==> config.mk <==
export PLATFORM = sky130hd
export DESIGN_NAME = uart_receiver
export DESIGN_NICKNAME = d
export VERILOG_FILES = /design/src/rtl/uart_pkg.sv /design/src/rtl/sync_2ff.sv /design/src/rtl/uart_receiver.sv
export SDC_FILE = /design/constraint.sdc
export NUM_CORES = 1
export LEC_CHECK = 0
export CAP_MARGIN = 0
export CORE_MARGIN = 2
export CORE_UTILIZATION = 50
export CTS_CLUSTER_SIZE = 24
export DETAILED_ROUTE_END_ITERATION = 6
export DONT_BUFFER_PORTS = 1
export GPL_TIMING_DRIVEN = 1
export PLACE_DENSITY = 0.64
export SETUP_SLACK_MARGIN = 0.4
export SLEW_MARGIN = 20
export SYNTH_ARGS = -nofsm -noshare
export SYNTH_HDL_FRONTEND = slang
export SYNTH_SLANG_ARGS = --single-unit
==> constraint.sdc <==
create_clock -name clk_50m -period 3.7 [get_ports clk_50m]
set_clock_uncertainty 0.1 [all_clocks]
set_input_delay 0.555 -clock clk_50m [delete_from_list [all_inputs] [get_ports clk_50m]]
set_output_delay 0.555 -clock clk_50m [all_outputs]
set_load 0.01 [all_outputs]
==> src/rtl/uart_pkg.sv <==
// Shared UART definitions: receiver FSM states and frame constants,
// also intended for the transmitter.
package uart_pkg;

    typedef enum logic [1:0] {
        IDLE,
        START,
        DATA,
        STOP
    } rx_state_t;

    localparam int UART_DATA_BITS  = 8;
    localparam int UART_OVERSAMPLE = 16;

endpackage

==> src/rtl/sync_2ff.sv <==
// Two-flop synchronizer for asynchronous inputs, with a configurable reset
// value so idle-high lines come out of reset already in their idle state.
module sync_2ff #(
    parameter int               WIDTH     = 1,
    parameter logic [WIDTH-1:0] RESET_VAL = '1
) (
    input  logic             clk,
    input  logic             rst_n,
    input  logic [WIDTH-1:0] d,
    output logic [WIDTH-1:0] q
);

    logic [WIDTH-1:0] meta;

    always_ff @(posedge clk or negedge rst_n) begin
        if (!rst_n) begin
            meta <= RESET_VAL;
            q    <= RESET_VAL;
        end else begin
            meta <= d;
            q    <= meta;
        end
    end

endmodule

==> src/rtl/uart_receiver.sv <==
// 8N1 UART receiver driven by a 16x oversampling tick: qualifies the start
// bit at mid-bit, samples data at bit centres, and reports ready/framing/overrun.
module uart_receiver
    import uart_pkg::*;
#(
    parameter int DATA_BITS  = UART_DATA_BITS,
    parameter int OVERSAMPLE = UART_OVERSAMPLE
) (
    input  logic                 clk_50m,
    input  logic                 rst_n,
    input  logic                 Rxclk_en,
    input  logic                 rx,
    input  logic                 rdy_clr,
    output logic [DATA_BITS-1:0] data,
    output logic                 rdy,
    output logic                 frame_err,
    output logic                 overrun
);

    localparam int SMP_W = $clog2(OVERSAMPLE);
    localparam int BIT_W = $clog2(DATA_BITS);

    localparam logic [SMP_W-1:0] SMP_HALF = SMP_W'(OVERSAMPLE / 2 - 1);
    localparam logic [SMP_W-1:0] SMP_LAST = SMP_W'(OVERSAMPLE - 1);
    localparam logic [BIT_W-1:0] BIT_LAST = BIT_W'(DATA_BITS - 1);

    logic                 rx_s;
    rx_state_t            state, state_next;
    logic [SMP_W-1:0]     smp, smp_next;
    logic [BIT_W-1:0]     bitpos, bitpos_next;
    logic [DATA_BITS-1:0] scratch, scratch_next;
    logic                 stop_good;
    logic                 stop_bad;

    sync_2ff #(
        .WIDTH     (1),
        .RESET_VAL (1'b1)
    ) u_rx_sync (
        .clk   (clk_50m),
        .rst_n (rst_n),
        .d     (rx),
        .q     (rx_s)
    );

    always_ff @(posedge clk_50m or negedge rst_n) begin
        if (!rst_n) begin
            state   <= IDLE;
            smp     <= '0;
            bitpos  <= '0;
            scratch <= '0;
        end else begin
            state   <= state_next;
            smp     <= smp_next;
            bitpos  <= bitpos_next;
            scratch <= scratch_next;
        end
    end

    // Frame sequencing; nothing moves between oversample ticks.
    always_comb begin
        state_next   = state;
        smp_next     = smp;
        bitpos_next  = bitpos;
        scratch_next = scratch;
        stop_good    = 1'b0;
        stop_bad     = 1'b0;
        if (Rxclk_en) begin
            case (state)
                IDLE: begin
                    if (!rx_s) begin
                        smp_next   = '0;
                        state_next = START;
                    end
                end
                START: begin
                    if (smp != SMP_HALF) begin
                        smp_next = smp + 1'b1;
                    end else if (!rx_s) begin
                        smp_next    = '0;
                        bitpos_next = '0;
                        state_next  = DATA;
                    end else begin
                        state_next = IDLE;
                    end
                end
                DATA: begin
                    if (smp != SMP_LAST) begin
                        smp_next = smp + 1'b1;
                    end else begin
                        scratch_next[bitpos] = rx_s;
                        smp_next             = '0;
                        bitpos_next          = bitpos + 1'b1;
                        if (bitpos == BIT_LAST) begin
                            state_next = STOP;
                        end
                    end
                end
                STOP: begin
                    if (smp != SMP_LAST) begin
                        smp_next = smp + 1'b1;
                    end else begin
                        stop_good  = rx_s;
                        stop_bad   = !rx_s;
                        state_next = IDLE;
                    end
                end
                default: state_next = IDLE;
            endcase
        end
    end

    // A good stop outranks a simultaneous rdy_clr so the new byte is never lost.
    always_ff @(posedge clk_50m or negedge rst_n) begin
        if (!rst_n) begin
            data      <= '0;
            rdy       <= 1'b0;
            frame_err <= 1'b0;
            overrun   <= 1'b0;
        end else if (stop_good) begin
            data      <= scratch;
            rdy       <= 1'b1;
            frame_err <= 1'b0;
            if (rdy_clr) begin
                overrun <= 1'b0;
            end else if (rdy) begin
                overrun <= 1'b1;
            end
        end else begin
            if (stop_bad) begin
                frame_err <= 1'b1;
            end
            if (rdy_clr) begin
                rdy     <= 1'b0;
                overrun <= 1'b0;
            end
        end
    end

endmodule
; After elaboration in Yosys (flattened, before gate mapping)
; Cells that the tools add are included.
[totals]
word_cells = 72
register_bits = 30
mem_count = 0
romBits = 0
ram_bits = 0
latchBits = 0
in_bits = 5
out_inout_bits = 11
[classes]
reduce_logical = 12
magnitude_cmp = 2
add_sub_neg = 2
n_mux = 32
bitwise_logic = 1
n_div = 0
n_shift = 0
mul = 0
n_eq_ne = 13
[op_table]
columns = op, count
row1 = $mux 4, 4
row2 = $pmux 4 s4, 1
row3 = $mux 1, 14
row4 = $ne 2x2->1 const B, 7
row5 = $mux 2, 6
row6 = $mux 3, 3
row7 = $bwmux 8, 1
row8 = $pmux 2 s4, 1
row9 = $reduce_bool 2->1, 4
row10 = $pmux 3 s2, 1
row11 = $reduce_and 6->1, 1
row12 = $reduce_and 5->1, 1
row13 = $add 4x1->4 const B, 1
row14 = $eq 2x2->1 const B, 2
row15 = $lt 3x4->1 const B, 1
row16 = $ne 4x3->1 const B, 1
row17 = $ne 4x4->1 const B, 1
row18 = $reduce_and 2->1, 2
row19 = $add 3x1->3 const B, 1
row20 = $demux 1 s3, 1
row21 = $eq 3x3->1 const B, 1
row22 = $ge 3x1->1 const B, 1
row23 = $reduce_and 3->1, 1
row24 = $eq 2x1->1 const B, 1
row25 = other kinds (4), 4

; Logic depth before layout (Yosys ltp)
[logic_depth]
depth_word = 6
ltp_mapped = 6
mapped_depth_nobuf = 6

; By module
; A second synthesis with hierarchy kept.
[hier_totals]
hier_cells = 124
area_unflattened_um2 = 1490.2
[modules_own_cells]
columns = mod, seq_area_each_um2, area_per_inst_um2, cells_per_inst, n_inst
row1 = uart_receiver, 700.7, 1437.6, 122, 1
row2 = sync_2ff, 52.6, 52.6, 2, 1

; Worst setup path after synthesis
; OpenSTA, ideal clock, no wires.
[synth_timing]
path_type = register to register
from = register smp[0]
to = register scratch[4]
n_path_buf = 0
path_stages_with_launch = 6
synth_period_minus_slack_ns = 1.725
arrival_time_ns = 1.500
setup_time_ns = 0.125
slack_ns = 1.975
t_required_ns = 3.475
path_cell_list = dfrtp_1 -> ha_1 -> and4_1 -> nand2_1 -> nor3_1 -> mux2_2
[synth_between]
elab_chain_len = 3
[synth_lines]
columns = element, line
row1 = from (decl), uart_receiver.sv:29  ; logic [SMP_W-1:0] smp, smp_next;
row2 = from (signal assigned), uart_receiver.sv:53  ; smp <= smp_next;
row3 = $ne 4x4->1, uart_receiver.sv:87  ; if (smp != SMP_LAST) begin
row4 = $not 1->1 (no line), n/a
row5 = $reduce_and 3->1 (no line), n/a
row6 = to (signal assigned), uart_receiver.sv:55  ; scratch <= scratch_next;
row7 = to (decl), uart_receiver.sv:31  ; logic [DATA_BITS-1:0] scratch, scratch_next;
; Every way passes these cells.
; A chain may end at the register's enable or synchronous reset.

; Worst setup path after layout
[layout_timing]
from = register smp[0]
to = register scratch[5]
; Same word-level chain as after synthesis.

==> run summary <==
The run finished with clean final reports. The final design utilization came out at 55.6%. The via count of the first global-routing pass was 893. The number of top-level pins is 16, and the first-pass GRT wire length is 3.95 mm. TritonCTS built the clock tree. The number of placed instances, taps included is 150, and the share of flip-flops with an asynchronous set or reset after synthesis is 100%. Yosys attributes the largest share of cell area to sky130_fd_sc_hd__dfrtp_1, sky130_fd_sc_hd__mux2_2, sky130_fd_sc_hd__o21ai_0.

The total overflow left after global routing is 0. The number of nets produced by synthesis was 132; the critical path data arrival time was 1.98 ns. In this run the tightest slew margin relative to its limit is 72.9%. In the synthesized netlist, the cells that appear most often are sky130_fd_sc_hd__dfrtp_1, sky130_fd_sc_hd__mux2_2, sky130_fd_sc_hd__o21ai_0, sky130_fd_sc_hd__nand2_1.

The post-layout minimum cycle time works out to 1.87 ns. The mean routed wirelength per cell is 14.2 um, and the overall die area is 3250 um^2. The worst-margin pin slew is 0.407 ns, and the initial cell density of the core is 51.8%.

After synthesis the netlist holds a flip-flop and latch count of 30. The number of antenna diodes in the final layout is 0. For this run, the total global-route usage over all layers was measured as 16.5%. Number of port buffers: 0. CTS built an H-tree with a depth of 2. For the final count of negative-setup-slack endpoints, the log shows 0. Dividing the detail-routed via count by the number of cells gives 6.10. The number of synthesized flops with an enable pin was 0; the power per cell area was 485 nW/um^2. The post-CTS clock slew at the launch and capture registers of the worst setup and hold paths came out at 0.09 ns. The critical path is of the reg -> reg type. Gates resized during post-CTS repair numbered 0.

The overall via count from detail_route was 976; the final sum of negative setup slack was 0 ns. In this run the static leakage power is 0.685 nW. Setup repair after global routing left no endpoint under its margin. The number of standard cells in the layout, taps in and fillers out was 160; the violation count after the first detailed-routing iteration was 42. The type of element capturing the critical path was a flop.

The worst setup path is launched from a flop. For the routed wire length, the log shows 2.27 mm. The netlist uses 33 different library cells. The run gives 2 as the maximum clock path buffer count.

In the post-synthesis netlist, the cell with the most instances is sky130_fd_sc_hd__dfrtp_1. Sequential elements use 53.7% of the synthesized area. In this run the mean area of a mapped cell was 11.3 um^2. The number of warning messages in the yosys log came out at 0. The number of antenna violations at the first check in global routing came out at 0. The run gives 124 as the gate count after technology mapping.

In this run the worst path has a maximum fanout of 8. In the final layout, the share of cells above drive strength 1 is 21.7%. The width of the die was 57.0 um.

Fmax: 535 MHz. From bottom edge to top edge, the die measures 57.0 um. The run gives 2 as the count of hold-fix buffers inserted at cts. The tools report the max-cap violation count as 0. After detailed routing, the number of remaining DRC violations is 0. The total design power was 731 uW; the half-perimeter wire length after detailed placement was 1.62 mm. The worst min-delay path class is in -> reg. Final hold violation count: 0. The first TritonRoute pass finished after 4 iterations. After synthesis the cells add up to 1400 um^2. The logs give 19 for the total number of placement rows and 0 for the number of setup buffers added after CTS. STA puts the critical path data required time at 3.81 ns. The TritonCTS sink count is 30, and the remaining antenna violation count is 0. The count of final max-slew check failures was 0; the net count of the finished layout was 136.

The later pin in the worst-skew pair is clocked with a latency of 0.32 ns. Cell chosen for the clock root: sky130_fd_sc_hd__clkbuf_4. The share of the synthesized area in the top cell type works out to 50.0%. Entering global routing, the biggest net connects 31 pins.

Compared with the post-synthesis result, the final layout area differs by 7.49%. The worst vdd rail ir drop was 0.380 mV. sky130_fd_sc_hd__dfrtp_1 takes more of the synthesized area than any other cell.

After layout, the worst path uses 50.5% of the clock period. Counting the buffers created by CTS gives 5. The final weighted congestion in routability-driven placement was 0.853; the area of the core was 2710 um^2. In the synthesized netlist the dominant register cell turns out to be sky130_fd_sc_hd__dfrtp_1.
## flip-flops by register name, summed over array words and instances (netlist names), named ones only
register,flops
state,1
data,8
u_rx_sync.q,1
bitpos,3
scratch,8
smp,4
u_rx_sync.meta,1
rdy,1
frame_err,1
overrun,1
## cells by family (layout without fill, tap and decap cells)
kind of cell / after synthesis / after routing / share of synthesized area [%]
flip-flops: 30 / 30 / 53.7
buffers and inverters: 8 / 13 / 2.50
XOR/XNOR: 1 / 1 / 0.625
AO/OA/AOI/OAI: 29 / 29 / 13.2
multiplexers: 15 / 15 / 12.0
AND/OR/NAND/NOR: 38 / 38 / 15.3
adder cells (fa/ha/maj): 3 / 3 / 2.68
## worst max-delay path, stage by stage (launching register included)
cell	delay, ns
sky130_fd_sc_hd__dfrtp_1	0.38
sky130_fd_sc_hd__ha_1	0.29
sky130_fd_sc_hd__and4_1	0.33
sky130_fd_sc_hd__nand2_1	0.10
sky130_fd_sc_hd__nor3_1	0.19
sky130_fd_sc_hd__mux2_2	0.36
## worst paths after layout
path / from / to / slack, ns / depth (start not counted)
max: smp[0] / scratch[5] / 1.83 / 5
min: rx / u_rx_sync.meta / 0.12 / 0
max reg2reg: smp[0] / scratch[5] / 1.83 / 5
min reg2reg: u_rx_sync.meta / u_rx_sync.q / 0.26 / 0
max in group asynchronous: rst_n / u_rx_sync.meta / 2.70 / 2
min in group asynchronous: rst_n / bitpos[0] / 0.57 / 2
## routing by layer
layer  vias to the layer above  wire length (um)  GRT usage [%]
li1                        464                 -              -
met1                       484               999           20.2
met2                        24              1110           25.9
met3                         4               132           6.80
met4                         0                28           6.98
met5                         -                 0              0
## metrics by stage
stage / cell area, um^2 / hold WS (ns) / worst slack, ns
after global placement: 1420 / 0.160 / 1.85
after global routing: 1510 / 0.0951 / 1.68
final: 1510 / 0.124 / 1.83
after detailed placement: 1420 / 0.160 / 1.80
after CTS: 1510 / 0.109 / 1.80
after floorplan: 1400 / 0.159 / 1.98
## area by class of cell
type | instances | area [um^2]
clock inverters | 1 | 5.00
fillers | 248 | 1200
multi-input cells | 86 | 614
clock buffers | 7 | 55.1
flip-flops and latches | 30 | 753
well taps | 31 | 38.8
inverters | 3 | 11.3
repair buffers | 2 | 30.0
## cells in the final DEF, fill, tap and decap left out, types with 2 or more instances in the layout
cell and n:
sky130_fd_sc_hd__dfrtp_1 28, sky130_fd_sc_hd__mux2_2 15, sky130_fd_sc_hd__o21ai_0 12, sky130_fd_sc_hd__nand2_1 9, sky130_fd_sc_hd__nand3_1 6, sky130_fd_sc_hd__nor2_1 6, sky130_fd_sc_hd__clkbuf_4 5, sky130_fd_sc_hd__o31ai_1 4
sky130_fd_sc_hd__nor3_1 4, sky130_fd_sc_hd__a21oi_1 4, sky130_fd_sc_hd__inv_1 3, sky130_fd_sc_hd__nand2b_1 3, sky130_fd_sc_hd__ha_1 3, sky130_fd_sc_hd__nand4_1 2, sky130_fd_sc_hd__a22o_1 2, sky130_fd_sc_hd__dfstp_2 2
## power breakdown
part / leakage, nW / internal (mW) / switching [mW] / total (mW)
combinational: 0.243 / 0.0582 / 0.0644 / 0.123
sequential: 0.407 / 0.354 / 0.0565 / 0.411
clock: 0.0353 / 0.0919 / 0.106 / 0.198
Power figures use the tool's default switching activity.
